## config.mk

```make
export PLATFORM = sky130hd
export DESIGN_NAME = cmp_rr_arbiter
export DESIGN_NICKNAME = d
export VERILOG_FILES = /design/src/rtl/cmp_rr_arbiter.sv
export SDC_FILE = /design/constraint.sdc
export NUM_CORES = 1
export LEC_CHECK = 0
export ABC_CLOCK_PERIOD_IN_PS = 6000
export BUFFER_PORTS_ARGS = -buffer_cell sky130_fd_sc_hd__buf_2
export CAP_MARGIN = 10
export CELL_PAD_IN_SITES_DETAIL_PLACEMENT = 1
export CELL_PAD_IN_SITES_GLOBAL_PLACEMENT = 2
export CORE_ASPECT_RATIO = 1.1
export CORE_MARGIN = 2
export CORE_UTILIZATION = 28
export DETAILED_ROUTE_END_ITERATION = 10
export PLACE_DENSITY_LB_ADDON = 0.05
export SETUP_SLACK_MARGIN = 0.15
export SYNTH_ARGS = -nofsm -noshare
export SYNTH_HDL_FRONTEND = slang
export SYNTH_SLANG_ARGS = --single-unit
```

## constraint.sdc

```tcl
create_clock -name clk -period 6 [get_ports clk]
set_input_delay 1.5 -clock clk [delete_from_list [all_inputs] [get_ports clk]]
set_output_delay 1.5 -clock clk [all_outputs]
set_load 0.005 [all_outputs]
```

## src/rtl/cmp_rr_arbiter.sv

```systemverilog
// cmp_rr_arbiter: round-robin access to one shared unsigned magnitude comparator.
// A granted requester's operand pair is latched, compared in a registered
// stage, and the result is returned with the requester ID over valid/ready.
// Optional statistics counters are built when CMP_STATS_EN is defined;
// otherwise txn_count and eq_count are tied to zero.
module cmp_rr_arbiter #(
  parameter int N_REQ = 4,
  parameter int WIDTH = 8,
  parameter int ID_W  = 2
) (
  input  logic                   clk,
  input  logic                   rst,
  input  logic [N_REQ-1:0]       req,
  input  logic [N_REQ*WIDTH-1:0] a_in,
  input  logic [N_REQ*WIDTH-1:0] b_in,
  output logic [N_REQ-1:0]       gnt,
  output logic                   busy,
  output logic                   res_valid,
  input  logic                   res_ready,
  output logic [ID_W-1:0]        res_id,
  output logic                   lesser,
  output logic                   greater,
  output logic                   equal,
  output logic [15:0]            txn_count,
  output logic [15:0]            eq_count
);

  typedef enum logic [1:0] {
    IDLE = 2'd0,
    CMP  = 2'd1,
    RESP = 2'd2
  } state_t;

  state_t            state_r;
  state_t            state_nx_s;
  logic [ID_W-1:0]   ptr_r;
  logic [ID_W-1:0]   ptr_nx_s;
  logic [ID_W-1:0]   id_r;
  logic [ID_W-1:0]   res_id_r;
  logic [ID_W-1:0]   gnt_id_s;
  logic [N_REQ-1:0]  gnt_s;
  logic              found_s;
  int                idx_s;
  logic [WIDTH-1:0]  a_r;
  logic [WIDTH-1:0]  b_r;
  logic              lesser_r;
  logic              greater_r;
  logic              equal_r;
  logic              res_valid_r;
  logic              busy_r;

  // Round-robin pick: first asserted request at or after the pointer, only in IDLE and out of reset
  always_comb begin
    gnt_s    = '0;
    gnt_id_s = '0;
    found_s  = 1'b0;
    idx_s    = 0;
    if ((state_r == IDLE) && !rst) begin
      for (int k = 0; k < N_REQ; k++) begin
        idx_s = int'(ptr_r) + k;
        if (idx_s >= N_REQ) begin
          idx_s = idx_s - N_REQ;
        end else begin
          idx_s = idx_s;
        end
        if (!found_s && req[idx_s]) begin
          found_s       = 1'b1;
          gnt_s[idx_s]  = 1'b1;
          gnt_id_s      = idx_s[ID_W-1:0];
        end else begin
          found_s = found_s;
        end
      end
    end else begin
      found_s = 1'b0;
    end
  end

  assign ptr_nx_s = (gnt_id_s == ID_W'(N_REQ - 1)) ? '0 : (gnt_id_s + ID_W'(1));

  // Next-state logic for the IDLE -> CMP -> RESP transaction sequence
  always_comb begin
    state_nx_s = state_r;
    case (state_r)
      IDLE: begin
        if (found_s) begin
          state_nx_s = CMP;
        end else begin
          state_nx_s = IDLE;
        end
      end
      CMP: state_nx_s = RESP;
      RESP: begin
        if (res_ready) begin
          state_nx_s = IDLE;
        end else begin
          state_nx_s = RESP;
        end
      end
      default: state_nx_s = IDLE;
    endcase
  end

  // State register
  always_ff @(posedge clk or posedge rst) begin
    if (rst) begin
      state_r <= IDLE;
    end else begin
      state_r <= state_nx_s;
    end
  end

  // Operand latch on grant, registered compare, and result hold until accepted
  always_ff @(posedge clk or posedge rst) begin
    if (rst) begin
      ptr_r       <= '0;
      id_r        <= '0;
      a_r         <= '0;
      b_r         <= '0;
      res_id_r    <= '0;
      lesser_r    <= 1'b0;
      greater_r   <= 1'b0;
      equal_r     <= 1'b0;
      res_valid_r <= 1'b0;
      busy_r      <= 1'b0;
    end else begin
      case (state_r)
        IDLE: begin
          if (found_s) begin
            a_r    <= a_in[int'(gnt_id_s)*WIDTH +: WIDTH];
            b_r    <= b_in[int'(gnt_id_s)*WIDTH +: WIDTH];
            id_r   <= gnt_id_s;
            ptr_r  <= ptr_nx_s;
            busy_r <= 1'b1;
          end
        end
        CMP: begin
          res_id_r    <= id_r;
          lesser_r    <= (a_r < b_r);
          greater_r   <= (a_r > b_r);
          equal_r     <= (a_r == b_r);
          res_valid_r <= 1'b1;
        end
        RESP: begin
          if (res_ready) begin
            res_valid_r <= 1'b0;
            lesser_r    <= 1'b0;
            greater_r   <= 1'b0;
            equal_r     <= 1'b0;
            res_id_r    <= '0;
            busy_r      <= 1'b0;
          end
        end
        default: begin
          res_valid_r <= 1'b0;
          lesser_r    <= 1'b0;
          greater_r   <= 1'b0;
          equal_r     <= 1'b0;
          busy_r      <= 1'b0;
        end
      endcase
    end
  end

`ifdef CMP_STATS_EN
  logic [15:0] txn_cnt_r;
  logic [15:0] eq_cnt_r;

  // Saturating counts of accepted grants and of equal results entering RESP
  always_ff @(posedge clk or posedge rst) begin
    if (rst) begin
      txn_cnt_r <= 16'h0000;
      eq_cnt_r  <= 16'h0000;
    end else begin
      if ((state_r == IDLE) && found_s && (txn_cnt_r != 16'hFFFF)) begin
        txn_cnt_r <= txn_cnt_r + 16'h0001;
      end
      if ((state_r == CMP) && (a_r == b_r) && (eq_cnt_r != 16'hFFFF)) begin
        eq_cnt_r <= eq_cnt_r + 16'h0001;
      end
    end
  end

  assign txn_count = txn_cnt_r;
  assign eq_count  = eq_cnt_r;
`else
  assign txn_count = 16'h0000;
  assign eq_count  = 16'h0000;
`endif

  assign gnt       = gnt_s;
  assign busy      = busy_r;
  assign res_valid = res_valid_r;
  assign res_id    = res_id_r;
  assign lesser    = lesser_r;
  assign greater   = greater_r;
  assign equal     = equal_r;

endmodule
```

# Word level (Yosys, flattened, before mapping)
# Cells that the tools add are included.
[word_totals] register_bits=29 latch_bits=0 mem_bits_rw=0 rom_bits=0 in_bits=71 out_inout_bits=43 wordCells=126 n_memories=0
[op_classes] add_sub_neg=8 mul=0 div_mod_pow=0 magnitude_cmp=14 eq_ne=6 n_shift=2 mux=62 n_bitwise=5 n_reduce_logical=18
[ops] operator="32-bit 2-to-1 mux" n=8
[ops] operator="32-bit by 1-bit >= comparator with 1-bit output, second input constant" n=4
[ops] operator="32-bit by 4-bit less-than comparator with 1-bit output, second input constant" n=4
[ops] operator="32-bit by 6-bit indexed part select with 8-bit output" n=2
[ops] operator="4-bit 2-to-1 mux" n=8
[ops] operator="1-bit 2-to-1 mux" n=23
[ops] operator="2-bit 2-to-1 mux" n=8
[ops] operator="1-bit one-hot mux with 3 select lines" n=5
[ops] operator="4-bit bitwise OR" n=3
[ops] operator="3-bit by 3-bit subtractor with 4-bit output, second input constant" n=3
[ops] operator="3-bit >= comparator, second input constant" n=3
[ops] operator="1-bit binary-select mux with 2-bit select" n=4
[ops] operator="1-bit demux with 2-bit select" n=4
[ops] operator="8-bit equality test" n=1
[ops] operator="8-bit > comparator" n=1
[ops] operator="1-bit logical AND" n=8
[ops] operator="8-bit less-than comparator" n=1
[ops] operator="2-bit by 2-bit adder with 3-bit output, second input constant" n=2
[ops] operator="2-bit one-hot mux with 3 select lines" n=1
[ops] operator="2-bit AND reduction" n=3
[ops] operator="2-bit equality test, second input constant" n=2
[ops] operator="1-bit zero test" n=4
[ops] operator="2-bit != test, second input constant" n=2
[ops] operator="2-bit one-hot mux with 2 select lines" n=1
[ops] operator="other kinds (9)" n=10

# Longest topological paths before layout
[depth] ltp_word=22 mapped_depth=12 depth_no_buf=8

# Worst setup path after synthesis
# Ideal clock, no wire load.
[synth_timing] kind="in2out" startpoint="input req[1]" endpoint="output gnt[0]" arrival_time_ps=2731 t_required_ps=4500 path_slack_ps=1769 cell_stages=7 path_buffers=1 path_cell_list="buf_2 -> mux4_2 -> nor2b_4 -> a22oi_1 -> nor2_1 -> a221oi_1 -> nor2_1"
[synth_via] elab_chain_len=17 word_cells_on_any_way=35 classes_between="mux: 26; bitwise: 3; reduce/logical: 6"
[synth_lines] element="start: declaration" line_no="13" rtl="input logic [N_REQ-1:0] req,"
[synth_lines] element="1-bit binary-select mux with 2-bit select" line_no="66" rtl="if (!found_s && req[idx_s]) begin"
[synth_lines] element="1-bit 2-to-1 mux (implied by the code) (2 in series)" line_no="66"
[synth_lines] element="1-bit 2-to-1 mux" line_no="66"
[synth_lines] element="1-bit 2-to-1 mux" line_no="58" rtl="if ((state_r == IDLE) && !rst) begin"
[synth_lines] element="1-bit zero test" line_no="66"
[synth_lines] element="1-bit logical AND" line_no="66"
[synth_lines] element="1-bit 2-to-1 mux" line_no="66"
[synth_lines] element="1-bit 2-to-1 mux" line_no="58"
[synth_lines] element="1-bit zero test" line_no="66"
[synth_lines] element="1-bit logical AND" line_no="66"
[synth_lines] element="1-bit 2-to-1 mux" line_no="66"
[synth_lines] element="1-bit 2-to-1 mux" line_no="58"
[synth_lines] element="1-bit zero test" line_no="66"
[synth_lines] element="1-bit logical AND" line_no="66"
[synth_lines] element="4-bit 2-to-1 mux (*)" line_no="66"
[synth_lines] element="4-bit 2-to-1 mux (*)" line_no="58"
[synth_lines] element="end: declaration" line_no="16" rtl="output logic [N_REQ-1:0] gnt,"
# Mark *: on every way between the ends. The rest lies on a longest branch, timed or not. The select of a mux whose other input is x is not followed.

# Worst setup path after layout
[layout_timing] startpoint="input req[2]" endpoint="output gnt[3]"
# Same word-level chain as after synthesis.

==> metrics.md <==
| Metric | Value |
|---|---|
| DR vias | 2119 |
| Maximum clock path buffer count | 2 |
| RSZ-0062 raised after global routing | no |
| Area delta synth->final | 17.49% |
| Num ports | 114 |
| Routability cong. | 0.7249 |
| Ys async rst share | 1.000 |
| Layout cells sized above 1 | 0.2953 |
| Count of unique library cells instantiated by Yosys | 42 |
| Synth Cell Area | 2432 um^2 |
| Max-cap violations | 0 |
| Least-Margin Pin Slew | 1.062 ns |
| Routed Antenna Nets | 0 |
| CTS clock-pin slew for the worst setup and hold paths | about 0.070 ns |
| Flop pwr share | 0.281 |
| P_leak | 0.001472 uW |
| CTS tree | yes |
| Synth warn | 0 |
| Pint | 733.5 uW |
| Max Slew Vio Count | 0 |
| R2R cell count | 7 |
| Die width | between 90 and 100 um |
| Hold Crit Class | reg -> reg |
| Post-synthesis cell count | 265 |
| Switching share of power | 0.4525 |
| Worst Skew | 0.007489 ns |
| Commonest non-fill, non-tap cell in the layout | buf_2 |
| Worst slew margin | 0.2917 |
| Layout net count | 424 |
| CP Max Fanout | 9 |
| Multi-input logic area | 1415 um^2 |
| Predominant post-synthesis flop cell | dfrtp_1 |
| CTS root buffer | clkbuf_8 |
| Sequential cell area | 725.7 um^2 |
| Minimum clock period | 4.470 ns |
| Core ar. | 8408 um^2 |
| Mean Syn Cell Area | 9.179 um^2 |
| Worst R2R Start | ptr_r[0] |
| IO Port Bufs | 81 |
| Worst-Skew Late Latency | 0.28 ns |
| Initial Utilization | 0.2893 |
| Rows | 35 |
| P_sw | 606.3 uW |
| Worst setup SP type | input port |
| CP endpoint kind | output port |
| Commonest cells after routing, fill and taps aside | buf_2 (81), mux2i_1 (38), conb_1 (32), dfrtp_1 (29), nor2_1 (26) |
| Drt total wl | 6.561 mm |
| Cell area after placement | 2771 um^2 |
| Die area | 9449 um^2 |
| Logic pwr share | 0.600 |
| 1st-iter DRT viols | 25 |
| Max rail drop VDD | 0.1612 mV |
| Post_cts resized | 0 |
| Sink Count | 29 |
| Diode count | 0 |
| Post-CTS Hold Fix Bufs | 0 |
| Sequential share of the synthesized area | 0.2984 |
| Final period utilization | 0.7449 |
| Flops & latches, synth | 29 |
| Number of enable flip-flop cells after synthesis | 0 |
| Max frequency | 223.7 MHz |
| Min Hold Slack | 0.4777 ns |
| Vias in the first global route | 2197 |
| Pre-antenna DRT Iters | 4 |
| Hold path cells | 1 |
| DRC Markers | 0 |
| Post-detailed-placement half-perimeter wirelength | 4.987 mm |
| Clock power frac | 0.118 |
| Reg-to-reg slack, setup | 2.27 ns |
| Count of final setup violators | 0 |
| Worst Min Path Start | id_r[0] |
| GRT Total Usage | 0.1439 |
| Via density | 4.678 |
| Fillers | 1063 |
| Cell area after layout | 2858 um^2 |
| Crit path DAT | 2.97 ns |
| CTS buffer count | 5 |
| First-pass GRT wire length | 10.71 mm |
| Initial antenna violation count | 0 |
| Post CTS Setup Buffer Count | 0 |
| Remaining Overflow, GRT | 0 |
| Pwr Density | 468.8 nW/um^2 |
| H-tree lvl count | 2 |
| Status | complete, no violations |
| WL/cell | 14.48 um |
| Worst path required time | 4.50 ns |
| Crit Path Category | in -> out |
| Largest net degree at the start of global routing | 31 |
| Worst R2R End | a_r[6] |
| Die Y | 101.8 um |
| Setup TNS | 0 ns |
| Hold endpoint | id_r[0] |
| Fin. Hold Viols | 0 |
[per-layer routing]
| layer | up-vias | part of all wire | global-route usage | routed length (um) |
|---|---|---|---|---|
| met5 | - | 0 | 0 | 0 |
| met3 | 4 | 0.045 | 0.03051 | 298 |
| li1 | 1036 | - | - | - |
| met2 | 64 | 0.50 | 0.2586 | 3274 |
| met1 | 1015 | 0.45 | 0.1765 | 2930 |
| met4 | 0 | 0.0087 | 0.03394 | 57 |
[logic make-up after synthesis]
family,after synthesis,synth area share
simple gates,63,0.1168
buf+inv,63,0.1713
compound gates,56,0.1718
mux,40,0.1749
flops,29,0.2984
fa+ha+maj,12,0.06173
other cells,1,0.001542
xor+xnor,1,0.003601
[power by group through the flow]
stage	combinational [uW]	sequential (uW)	clock, uW
floorplan	690	347	0
global placement	811	382	0
detailed placement	822	384	0
CTS	820	381	166
global route	919	392	171
finish	804	377	158
[worst max-delay path, cell delays in order]
cell      delay (ns)
buf_2           0.15
mux4_2          0.58
a22oi_1         0.22
nor2_1          0.06
a221oi_1        0.26
nor2_1          0.06
buf_2           0.13
[stage by stage]
step,total power [uW],instances,setup slack (ns),util
4_1_cts,1368,453,1.513,0.3399
3_3_place_gp,1193,445,1.567,0.3296
6_report,1340,453,1.530,0.3399
5_1_grt,1481,453,1.307,0.3399
3_5_place_dp,1206,445,1.537,0.3296
2_1_floorplan,1037,296,1.769,-
[layout make-up]
| cell class | instances | area share |
|---|---|---|
| clock buffers | 5 | 0.02408 |
| clock inverters | 3 | 0.006130 |
| inverters | 17 | 0.02233 |
| multi-input cells | 204 | 0.4952 |
| flip-flops and latches | 29 | 0.2539 |
| well taps | 111 | 0.04860 |
| repair buffers | 84 | 0.1497 |
[cells in the mapped netlist (2+ instances only)]
library cell,count,share of area
a21o_1,3,0.0093
a21oi_1,8,0.016
a221oi_1,10,0.036
a22oi_1,4,0.012
a31oi_1,2,0.0051
and2_1,2,0.0051
buf_12,2,0.016
buf_2,3,0.0062
buf_4,32,0.099
buf_6,3,0.014
clkbuf_1,5,0.0077
dfrtp_1,29,0.30
ha_1,12,0.062
inv_1,17,0.026
mux2i_1,38,0.16
mux4_2,2,0.019
nand2_1,19,0.029
nand2b_1,2,0.0051
nand3_1,4,0.0082
nor2_1,26,0.040
nor3_1,4,0.0082
o21a_1,2,0.0062
o21ai_0,8,0.016
o221ai_1,9,0.032
o22ai_1,2,0.0051
[flip-flops by register name (all words and copies together) (netlist names)]
name and count:
state_r 2, equal 1, ptr_r 2, greater 1
a_r 8, b_r 8, res_valid 1, id_r 2
lesser 1, busy 1, res_id 2
[worst max-delay path by stage]
stage | from | end | slack, ns
floorplan | req[1] | gnt[0] | 1.77
global placement | req[2] | gnt[1] | 1.57
detailed placement | req[2] | gnt[3] | 1.54
CTS | ptr_r[0] | gnt[3] | 1.51
global route | ptr_r[0] | gnt[3] | 1.31
finish | req[2] | gnt[3] | 1.53
Power figures use the tool's default switching activity.
